`src/rtl/fifo_arb_pkg.sv`:
```
// Shared arbiter definitions: FSM encoding, beat counter width, pointer reset value.
// Pure definitions, no logic.
package fifo_arb_pkg;

  typedef enum logic {
    IDLE  = 1'b0,
    GRANT = 1'b1
  } arb_state_e;

  localparam int BEAT_CNT_W = 8;

  // Pointer parks on the last requester so requester 0 wins first after reset.
  function automatic int rr_ptr_reset(input int num_req);
    return num_req - 1;
  endfunction

endpackage

```
`src/rtl/rr_priority_select.sv`:
```
// Round-robin pick: first set bit of req scanning upward from ptr+1 (mod N).
// Purely combinational, zero latency; no handshake of its own.
module rr_priority_select #(
  parameter  int N     = 4,
  localparam int IDX_W = $clog2(N)
) (
  input  logic [N-1:0]     req,
  input  logic [IDX_W-1:0] ptr,
  output logic             any,
  output logic [IDX_W-1:0] idx
);

  logic [IDX_W-1:0] start;
  logic [IDX_W-1:0] off;
  logic [N-1:0]     rot;
  logic [IDX_W:0]   sum;
  logic             found;

  always_comb begin
    start = (ptr == IDX_W'(N - 1)) ? '0 : ptr + 1'b1;
    // Rotate so the highest-priority requester lands on bit 0.
    rot   = N'({req, req} >> start);
    found = 1'b0;
    off   = '0;
    for (int k = 0; k < N; k++) begin
      if (!found && rot[k]) begin
        found = 1'b1;
        off   = IDX_W'(k);
      end
    end
    sum = {1'b0, start} + {1'b0, off};
    idx = (sum >= (IDX_W + 1)'(N)) ? IDX_W'(sum - (IDX_W + 1)'(N)) : IDX_W'(sum);
    any = found;
  end

endmodule

```
`src/rtl/fifo_write_arbiter.sv`:
```
// Round-robin burst arbiter driving one FIFO write port; 1-cycle arbitration, beats pass through combinationally.
// Stalls the granted requester whenever the FIFO's registered depth leaves no usable slot.
module fifo_write_arbiter
  import fifo_arb_pkg::*;
#(
  parameter  int NUM_REQ    = 4,
  parameter  int DATA_WIDTH = 32,
  parameter  int FIFO_DEPTH = 8,
  parameter  int MAX_BURST  = 4,
  localparam int ID_WIDTH   = $clog2(NUM_REQ),
  localparam int ADDR_WIDTH = $clog2(FIFO_DEPTH)
) (
  input  logic                          clk,
  input  logic                          reset_poweron,
  input  logic                          clear,
  input  logic [NUM_REQ-1:0]            req_valid,
  input  logic [NUM_REQ*DATA_WIDTH-1:0] req_data,
  input  logic [NUM_REQ-1:0]            req_last,
  output logic [NUM_REQ-1:0]            req_ready,
  input  logic [ADDR_WIDTH-1:0]         fifo_depth,
  output logic                          fifo_write,
  output logic [DATA_WIDTH-1:0]         fifo_write_data,
  output logic                          grant_valid,
  output logic [ID_WIDTH-1:0]           grant_id,
  output logic [BEAT_CNT_W-1:0]         beat_count
);

  localparam logic [ID_WIDTH-1:0]   RR_PTR_RST = ID_WIDTH'(rr_ptr_reset(NUM_REQ));
  localparam logic [ADDR_WIDTH-1:0] FULL_LVL   = ADDR_WIDTH'(FIFO_DEPTH - 1);
  localparam logic [BEAT_CNT_W-1:0] BURST_MAX  = BEAT_CNT_W'(MAX_BURST);

  arb_state_e            state_q, state_d;
  logic [ID_WIDTH-1:0]   grant_id_q, grant_id_d;
  logic [ID_WIDTH-1:0]   rr_ptr_q, rr_ptr_d;
  logic [BEAT_CNT_W-1:0] beat_cnt_q, beat_cnt_d;

  logic                space_ok;
  logic                xfer;
  logic                end_burst;
  logic                win_any;
  logic [ID_WIDTH-1:0] win_idx;

  rr_priority_select #(
    .N (NUM_REQ)
  ) u_rr_sel (
    .req (req_valid),
    .ptr (rr_ptr_q),
    .any (win_any),
    .idx (win_idx)
  );

  // One slot is always kept empty (empty is rp==wp); a same-cycle read is not credited.
  assign space_ok        = fifo_depth < FULL_LVL;
  assign grant_valid     = (state_q == GRANT);
  assign grant_id        = grant_id_q;
  assign beat_count      = beat_cnt_q;
  assign fifo_write_data = req_data[grant_id_q*DATA_WIDTH +: DATA_WIDTH];

  always_comb begin
    req_ready = '0;
    if (state_q == GRANT && space_ok) begin
      req_ready[grant_id_q] = 1'b1;
    end
    xfer       = req_valid[grant_id_q] && req_ready[grant_id_q];
    fifo_write = xfer;
    end_burst  = req_last[grant_id_q] || ((beat_cnt_q + 1'b1) == BURST_MAX);
  end

  always_comb begin
    state_d    = state_q;
    grant_id_d = grant_id_q;
    rr_ptr_d   = rr_ptr_q;
    beat_cnt_d = beat_cnt_q;
    if (clear) begin
      state_d    = IDLE;
      grant_id_d = '0;
      rr_ptr_d   = RR_PTR_RST;
      beat_cnt_d = '0;
    end else begin
      case (state_q)
        IDLE: begin
          if (win_any) begin
            grant_id_d = win_idx;
            beat_cnt_d = '0;
            state_d    = GRANT;
          end
        end
        GRANT: begin
          // A stalled or silent granted requester keeps the grant (packet lock).
          if (xfer) begin
            beat_cnt_d = beat_cnt_q + 1'b1;
            if (end_burst) begin
              rr_ptr_d = grant_id_q;
              state_d  = IDLE;
            end
          end
        end
        default: state_d = IDLE;
      endcase
    end
  end

  always_ff @(posedge clk or negedge reset_poweron) begin
    if (!reset_poweron) begin
      state_q    <= IDLE;
      grant_id_q <= '0;
      rr_ptr_q   <= RR_PTR_RST;
      beat_cnt_q <= '0;
    end else begin
      state_q    <= state_d;
      grant_id_q <= grant_id_d;
      rr_ptr_q   <= rr_ptr_d;
      beat_cnt_q <= beat_cnt_d;
    end
  end

endmodule
```
`config.mk`:
```
export PLATFORM = sky130hd
export DESIGN_NAME = fifo_write_arbiter
export DESIGN_NICKNAME = d
export VERILOG_FILES = /design/src/rtl/fifo_arb_pkg.sv /design/src/rtl/rr_priority_select.sv /design/src/rtl/fifo_write_arbiter.sv
export SDC_FILE = /design/constraint.sdc
export NUM_CORES = 1
export LEC_CHECK = 0
export CAP_MARGIN = 20
export CORE_MARGIN = 4
export CORE_UTILIZATION = 29
export CTS_BUF_LIST = sky130_fd_sc_hd__clkbuf_4
export DETAILED_ROUTE_END_ITERATION = 7
export PLACE_DENSITY = 0.84
export SYNTH_ARGS = -nofsm -noshare
export SYNTH_HDL_FRONTEND = slang
export SYNTH_SLANG_ARGS = --single-unit
```
`constraint.sdc`:
```
create_clock -name clk -period 2.52 [get_ports clk]
set_input_delay 0.63 -clock clk [delete_from_list [all_inputs] [get_ports clk]]
set_output_delay 0.63 -clock clk [all_outputs]
set_load 0.05 [all_outputs]
```
==> results of run 1 <==
-- per-layer routing --
| layer | vias up | track usage, % | routed length (microns) |
|---|---|---|---|
| met5 | - | 0 | 0 |
| met4 | 0 | 3.309 | 115 |
| met3 | 9 | 4.563 | 571 |
| met2 | 119 | 42.16 | 4517 |
| met1 | 1106 | 25.71 | 3040 |
| li1 | 1033 | - | - |
-- critical path: cells and delay by family --
kind	cells	cell delay, ns
multiplexers	1	0.50
buffers and inverters	2	0.62
-- kinds of logic (layout without fill, tap and decap cells) --
kind of cell    count (synthesis)  in the layout  share of synthesized area, %
simple gates                   56             56                         16.42
mux                            38             38                         46.80
compound gates                 28             28                         9.885
buf+inv                        14            212                         3.415
flops                          13             13                         19.04
fa+ha+maj                       4              4                         2.907
xor+xnor                        3              3                         1.526
-- stage by stage --
step / total power [mW] / util [%]
2_1_floorplan: 0.9825 / -
3_3_place_gp: 1.486 / 67.24
3_5_place_dp: 1.504 / 67.24
4_1_cts: 1.644 / 67.71
5_1_grt: 1.723 / 68.02
6_report: 1.641 / 68.02
-- worst max-delay path by stage --
stage / endpoint / depth (start not counted)
floorplan: req_ready[2] / 3
global placement: grant_id[1]$_DFFE_PN0P_ / 10
CTS: fifo_write / 5
global route: grant_id[1]$_DFFE_PN0P_ / 10
finish: fifo_write_data[5] / 3
detailed placement: grant_id[1]$_DFFE_PN0P_ / 10
-- flip-flops by register name, indices dropped and copies added (netlist names) --
register     cells
beat_count       8
grant_id         2
rr_ptr_q         2
grant_valid      1
-- synthesized netlist by cell type, types with 4 or more instances --
library cell	count
sky130_fd_sc_hd__a21oi_1	4
sky130_fd_sc_hd__dfrtp_1	11
sky130_fd_sc_hd__ha_1	4
sky130_fd_sc_hd__mux2i_1	4
sky130_fd_sc_hd__nand3_1	5
sky130_fd_sc_hd__nor3_1	4
sky130_fd_sc_hd__o21ai_0	15
sky130_fd_sc_hd__buf_2	4
sky130_fd_sc_hd__mux4_2	34
sky130_fd_sc_hd__nand2_1	11
sky130_fd_sc_hd__nor2_1	20
-- final cells by class --
| type | count | area [sq um] | share of cell area [%] |
|---|---|---|---|
| multi-input combinational | 129 | 1350 | 35.18 |
| clock buffer | 4 | 30.03 | 0.7825 |
| tap | 72 | 90.09 | 2.348 |
| inverter | 3 | 11.26 | 0.2934 |
| sequential | 13 | 330.3 | 8.608 |
| timing repair buffer | 205 | 2026 | 52.79 |
-- what timing repair did --
item                       in CTS  in global routing
pin swaps                       0                  1
setup endpoints to repair       1                  9
cloned                          0                  0
gates resized for setup         3                  1
setup buffers                   0                  2
-- where the power goes --
| group | switching, mW | internal (mW) | leakage (nW) |
|---|---|---|---|
| logic | 0.677 | 0.588 | 1.31 |
| registers | 0.0134 | 0.223 | 0.169 |
| clock network | 0.0681 | 0.0722 | 0.0184 |
| total | 0.758 | 0.882 | 1.50 |
==> run_summary.xml, run 1 <==
<?xml version="1.0" encoding="UTF-8"?>
<metrics>
  <group name="run_status">
    <metric name="status" unit="">completed</metric>
  </group>
  <group name="timing">
    <metric name="worst_pin_slew" unit="ns">0.5820</metric>
    <metric name="setup_total_negative_slack" unit="ns">0</metric>
    <metric name="setup_violations" unit="">0</metric>
    <metric name="layout_setup_ws" unit="ns">0.1342</metric>
    <metric name="rsz0062_at_grt" unit="">false</metric>
    <metric name="final-max-slew-violation-count" unit="">0</metric>
    <metric name="final-hold-violation-count" unit="">0</metric>
    <metric name="min_period" unit="ns">2.386</metric>
    <metric name="slew-limit-headroom" unit="%">61.08</metric>
    <metric name="fin_crit_sh" unit="%">94.68</metric>
    <metric name="achievable-frequency" unit="GHz">0.4191</metric>
    <metric name="fin_worst_skew" unit="ns">0.006832</metric>
    <metric name="finalHoldWorstSlack" unit="ns">0.5256</metric>
  </group>
  <group name="placement">
    <metric name="place_congestion" unit="">0.9060</metric>
    <metric name="hpwlAfterDp" unit="mm">7.174</metric>
    <metric name="place.detailed.instances" unit="">420</metric>
    <metric name="place.port_buffers" unit="">189</metric>
    <metric name="place_area" unit="sq um">3794</metric>
    <metric name="dp_slack" unit="ns">-0.1628</metric>
  </group>
  <group name="cts">
    <metric name="h-tree-depth" unit="">1</metric>
    <metric name="hold_buffers" unit="">0</metric>
    <metric name="cts_buffers" unit="">3</metric>
    <metric name="cts_tree" unit="">built</metric>
    <metric name="clk_root_buffer_cell" unit="">sky130_fd_sc_hd__clkbuf_4</metric>
    <metric name="cts_sinks" unit="">13</metric>
    <metric name="cts.path.max_buffers" unit="">2</metric>
    <metric name="clock_transition_at_path_regs" unit="ns">0.07</metric>
    <metric name="clk-insertion-delay-late" unit="ns">0.28</metric>
  </group>
  <group name="critical_path">
    <metric name="cp-startpoint" unit="">req_data[101]</metric>
    <metric name="timing_worst_setup_path_type" unit="">in2out</metric>
    <metric name="crit_arrival" unit="ns">1.76</metric>
    <metric name="timing.reg2reg.worst_path_depth" unit="">10</metric>
    <metric name="slowest_stage" unit="">sky130_fd_sc_hd__mux4_2</metric>
    <metric name="setup.reg_to_reg.worst_slack" unit="ns">0.18</metric>
    <metric name="critical_path_required" unit="ns">1.89</metric>
    <metric name="reg2reg_to" unit="">grant_id[1]$_DFFE_PN0P_</metric>
    <metric name="timing.critical_path.cells" unit="">clkdlybuf4s50_1, mux4_2, buf_4</metric>
    <metric name="critical_path.max_fanout" unit="">1</metric>
    <metric name="cp_slowest_stage_delay" unit="ns">0.50</metric>
    <metric name="r2r_start" unit="">rr_ptr_q[0]$_DFFE_PN1P_</metric>
    <metric name="critical_path.endpoint_type" unit="">output pin</metric>
    <metric name="start_kind" unit="">input port</metric>
  </group>
  <group name="hold_path">
    <metric name="hold_path.startpoint" unit="">rr_ptr_q[1]$_DFFE_PN1P_</metric>
    <metric name="holdPathEnd" unit="">rr_ptr_q[1]$_DFFE_PN1P_</metric>
    <metric name="min-delay-path-class" unit="">reg2reg</metric>
    <metric name="hold_path_depth" unit="">2</metric>
  </group>
  <group name="route">
    <metric name="via_count" unit="">2267</metric>
    <metric name="drt_pre_antenna_iters" unit="">4</metric>
    <metric name="wire_per_inst" unit="microns">19.35</metric>
    <metric name="routed_wire_length" unit="mm">8.245</metric>
    <metric name="postRouteAntennaNets" unit="">0</metric>
    <metric name="drt_first_iter_violations" unit="">39</metric>
    <metric name="route.detailed.vias_per_inst" unit="">5.322</metric>
    <metric name="drc" unit="">0</metric>
  </group>
  <group name="job">
    <metric name="timing.max_cap.violations" unit="">0</metric>
  </group>
  <group name="floorplanning">
    <metric name="core_area" unit="sq um">5642</metric>
    <metric name="effective_utilization_at_floorplan" unit="%">30.52</metric>
    <metric name="num_io_pins" unit="">190</metric>
    <metric name="num_rows" unit="">27</metric>
    <metric name="vertical_die_dimension" unit="microns">85.05</metric>
    <metric name="dieWidth" unit="microns">85.05</metric>
    <metric name="floorplan.die_area" unit="sq um">7234</metric>
  </group>
  <group name="layout">
    <metric name="layout_commonest_cell" unit="">sky130_fd_sc_hd__clkdlybuf4s50_1</metric>
    <metric name="final_nets" unit="">501</metric>
    <metric name="synth_to_final_area_change" unit="%">122.9</metric>
    <metric name="layout-drive-gt1-share" unit="%">29.10</metric>
    <metric name="fillCellCount" unit="">436</metric>
    <metric name="layout.cells.most_common_list" unit="">sky130_fd_sc_hd__clkdlybuf4s50_1 (146), sky130_fd_sc_hd__buf_4 (46), sky130_fd_sc_hd__mux4_2 (34)</metric>
    <metric name="layout.cells.non_filler" unit="">426</metric>
    <metric name="antennaDiodeCount" unit="">0</metric>
    <metric name="final_cell_area" unit="sq um">3837</metric>
  </group>
  <group name="synth">
    <metric name="synth.avg_cell_area" unit="sq um">11.04</metric>
    <metric name="post_synth_edffs" unit="">0</metric>
    <metric name="proportion_of_netlist_area_held_by_the_largest_area_contributor" unit="%">44.48</metric>
    <metric name="synthFlopType" unit="">sky130_fd_sc_hd__dfrtp_1</metric>
    <metric name="post_synth_cell_types" unit="">36</metric>
    <metric name="postSynthRegisterBits" unit="">13</metric>
    <metric name="syn-num-nets" unit="">302</metric>
    <metric name="yosysTopAreaCell" unit="">sky130_fd_sc_hd__mux4_2</metric>
    <metric name="synth_async_sr_flop_share" unit="%">100.0</metric>
    <metric name="ys.warnings.count" unit="">0</metric>
    <metric name="yosys-top-cells-area" unit="">sky130_fd_sc_hd__mux4_2 (44%), sky130_fd_sc_hd__dfrtp_1 (16%), sky130_fd_sc_hd__nor2_1 (4.4%)</metric>
    <metric name="postSynthCellCount" unit="">156</metric>
    <metric name="synth_area" unit="sq um">1722</metric>
    <metric name="synth-seq-area-share" unit="%">19.04</metric>
  </group>
  <group name="global_routing">
    <metric name="overflow_after_grt" unit="">0</metric>
    <metric name="first_global_vias" unit="">2383</metric>
    <metric name="grt_util_all_layers" unit="%">22.12</metric>
    <metric name="grt_pass1_wl" unit="mm">12.73</metric>
    <metric name="grt_antenna_before_repair" unit="">0</metric>
    <metric name="grt_start_max_net_pins" unit="">41</metric>
  </group>
  <group name="power">
    <metric name="power.density_cell_area" unit="nW/um^2">427.5</metric>
    <metric name="ir_drop" unit="mV">0.2824</metric>
    <metric name="total_leakage_power" unit="nW">1.497</metric>
  </group>
</metrics>
(Power assumes the default switching activity.)
==> run 2, diff against run 1 <==
ABC_CLOCK_PERIOD_IN_PS = 2520   (was unset)
CORE_MARGIN = 3   (was 4)
==> run 2 against run 1 <==
Effect of this change: global-route usage shrank 0.24 points; sequential power barely moved; setup slack lost 0.033 ns; combinational power barely moved; sequential cell count is the same; cell count decreased by 0.70%; cell area down 0.62%; largest cell class unchanged.
==> run_summary.xml, run 2 (synthesized netlist as in run 1, its figures left out) <==
<?xml version="1.0" encoding="UTF-8"?>
<metrics>
  <group name="cts">
    <metric name="cts_buffers" unit="">3</metric>
    <metric name="clock_transition_at_path_regs" unit="ns">0.07</metric>
    <metric name="clk_root_buffer_cell" unit="">sky130_fd_sc_hd__clkbuf_4</metric>
    <metric name="h-tree-depth" unit="">1</metric>
    <metric name="cts.path.max_buffers" unit="">2</metric>
    <metric name="cts_sinks" unit="">13</metric>
    <metric name="clk-insertion-delay-late" unit="ns">0.28</metric>
    <metric name="hold_buffers" unit="">0</metric>
    <metric name="cts_tree" unit="">built</metric>
  </group>
  <group name="floorplanning">
    <metric name="floorplan.die_area" unit="sq um">6897</metric>
    <metric name="core_area" unit="sq um">5642</metric>
    <metric name="effective_utilization_at_floorplan" unit="%">30.52</metric>
    <metric name="num_io_pins" unit="">190</metric>
    <metric name="dieWidth" unit="microns">83.05</metric>
    <metric name="num_rows" unit="">27</metric>
    <metric name="vertical_die_dimension" unit="microns">83.05</metric>
  </group>
  <group name="timing">
    <metric name="slew-limit-headroom" unit="%">60.56</metric>
    <metric name="min_period" unit="ns">2.419</metric>
    <metric name="fin_crit_sh" unit="%">95.97</metric>
    <metric name="final-max-slew-violation-count" unit="">0</metric>
    <metric name="fin_worst_skew" unit="ns">0.007704</metric>
    <metric name="final-hold-violation-count" unit="">0</metric>
    <metric name="achievable-frequency" unit="GHz">0.4135</metric>
    <metric name="rsz0062_at_grt" unit="">false</metric>
    <metric name="worst_pin_slew" unit="ns">0.5898</metric>
    <metric name="setup_violations" unit="">0</metric>
  </group>
  <group name="critical_path">
    <metric name="crit_arrival" unit="ns">1.79</metric>
    <metric name="timing_worst_setup_path_type" unit="">in2out</metric>
    <metric name="start_kind" unit="">input port</metric>
    <metric name="cp-startpoint" unit="">fifo_depth[2]</metric>
    <metric name="critical_path.endpoint_type" unit="">output pin</metric>
    <metric name="setup.reg_to_reg.worst_slack" unit="ns">0.21</metric>
    <metric name="critical_path_required" unit="ns">1.89</metric>
    <metric name="r2r_start" unit="">rr_ptr_q[0]$_DFFE_PN1P_</metric>
    <metric name="critical_path.max_fanout" unit="">4</metric>
  </group>
  <group name="job">
    <metric name="timing.max_cap.violations" unit="">0</metric>
  </group>
  <group name="layout">
    <metric name="largest_reg_flops" unit="">8</metric>
    <metric name="layout-drive-gt1-share" unit="%">28.77</metric>
    <metric name="final_nets" unit="">498</metric>
    <metric name="antennaDiodeCount" unit="">0</metric>
    <metric name="fillCellCount" unit="">431</metric>
    <metric name="final_cell_area" unit="sq um">3814</metric>
    <metric name="layout_commonest_cell" unit="">sky130_fd_sc_hd__clkdlybuf4s50_1</metric>
    <metric name="synth_to_final_area_change" unit="%">121.5</metric>
    <metric name="layout.cells.most_common_list" unit="">sky130_fd_sc_hd__clkdlybuf4s50_1 (146), sky130_fd_sc_hd__buf_4 (43), sky130_fd_sc_hd__mux4_2 (34)</metric>
    <metric name="postLayoutCoreUtil" unit="%">67.60</metric>
  </group>
  <group name="route">
    <metric name="via_count" unit="">2228</metric>
    <metric name="postRouteAntennaNets" unit="">0</metric>
    <metric name="drt_first_iter_violations" unit="">64</metric>
    <metric name="drt_pre_antenna_iters" unit="">6</metric>
    <metric name="routed_wire_length" unit="mm">7.697</metric>
    <metric name="route.detailed.vias_per_inst" unit="">5.267</metric>
    <metric name="wire_per_inst" unit="microns">18.20</metric>
    <metric name="drc" unit="">0</metric>
  </group>
  <group name="global_routing">
    <metric name="first_global_vias" unit="">2334</metric>
    <metric name="grt_util_all_layers" unit="%">21.88</metric>
    <metric name="grt_pass1_wl" unit="mm">12.18</metric>
    <metric name="grt_start_max_net_pins" unit="">41</metric>
    <metric name="grt_antenna_before_repair" unit="">0</metric>
    <metric name="overflow_after_grt" unit="">0</metric>
  </group>
  <group name="placement">
    <metric name="place_congestion" unit="">0.8924</metric>
    <metric name="place_area" unit="sq um">3779</metric>
    <metric name="hpwlAfterDp" unit="mm">6.695</metric>
    <metric name="place.port_buffers" unit="">189</metric>
  </group>
  <group name="power">
    <metric name="power.density_cell_area" unit="nW/um^2">426.7</metric>
    <metric name="total_leakage_power" unit="nW">1.473</metric>
    <metric name="ir_drop" unit="mV">0.3205</metric>
  </group>
  <group name="run_status">
    <metric name="status" unit="">completed</metric>
  </group>
  <group name="hold_path">
    <metric name="min-delay-path-class" unit="">reg2reg</metric>
    <metric name="hold_path.startpoint" unit="">rr_ptr_q[1]$_DFFE_PN1P_</metric>
  </group>
</metrics>
==> run 2: cell types whose count changed in the layout (fill, tap and decap cells not counted) <==
cell / delta
sky130_fd_sc_hd__ha_1: -1
sky130_fd_sc_hd__dlymetal6s2s_1: -1
sky130_fd_sc_hd__ha_2: +1
sky130_fd_sc_hd__buf_4: -3
sky130_fd_sc_hd__dlygate4sd2_1: +1
==> run 2: path summary, 6_finish.rpt <==
path | end | depth (start not counted)
min reg2reg | rr_ptr_q[1]$_DFFE_PN1P_ | 2
max reg2reg | grant_id[1]$_DFFE_PN0P_ | 10
max in group asynchronous | grant_id[1]$_DFFE_PN0P_ | 1
min | rr_ptr_q[1]$_DFFE_PN1P_ | 2
min in group asynchronous | beat_count[1]$_DFFE_PN0P_ | 1
max | req_ready[2] | 5
==> run 2: repair_timing <==
action | in CTS | in global routing
resized for setup | 4 | 1
setup buffers | 1 | 0
setup endpoints to repair | 1 | 1
==> run 2: power breakdown <==
part           total [mW]  internal [mW]  switching [mW]
clock network       0.140         0.0722          0.0676
registers           0.239          0.223          0.0167
logic                1.25          0.581           0.667
total                1.63          0.876           0.752
==> run 2: critical path: stages <==
cell and delay (ns):
sky130_fd_sc_hd__clkdlybuf4s50_1 0.40, sky130_fd_sc_hd__nand3_1 0.16, sky130_fd_sc_hd__nand2_1 0.14, sky130_fd_sc_hd__nor3b_2 0.28, sky130_fd_sc_hd__buf_12 0.17
==> run 2: routing by layer <==
| metal | track usage (%) | up-vias | wire length, microns |
|---|---|---|---|
| li1 | - | 1025 | - |
| met1 | 25.50 | 1085 | 2871 |
| met2 | 41.11 | 105 | 4211 |
| met3 | 3.968 | 13 | 486 |
| met4 | 5.201 | 0 | 128 |
| met5 | 0 | - | 0 |
==> run 2: through the flow <==
step / setup TNS [ns] / hold WS, ns / total power [mW] / cells / worst slack (ns)
after floorplan: -0.08046 / 0.3344 / 0.9825 / 156 / -0.08046
after global placement: -0.08223 / 0.5078 / 1.480 / 418 / -0.05158
after detailed placement: -0.2062 / 0.5198 / 1.497 / 418 / -0.1667
after CTS: 0 / 0.5320 / 1.640 / 423 / 0.08932
after global routing: 0 / 0.5715 / 1.703 / 423 / 0.03044
final: 0 / 0.5264 / 1.627 / 423 / 0.1015
==> run 2: cell type report <==
class	count	area, sq um	share of cell area [%]
clock buffer	4	30.03	0.7874
inverter	3	11.26	0.2953
multi-input combinational	129	1353	35.47
sequential	13	330.3	8.661
tap	72	90.09	2.362
timing repair buffer	202	1999	52.43
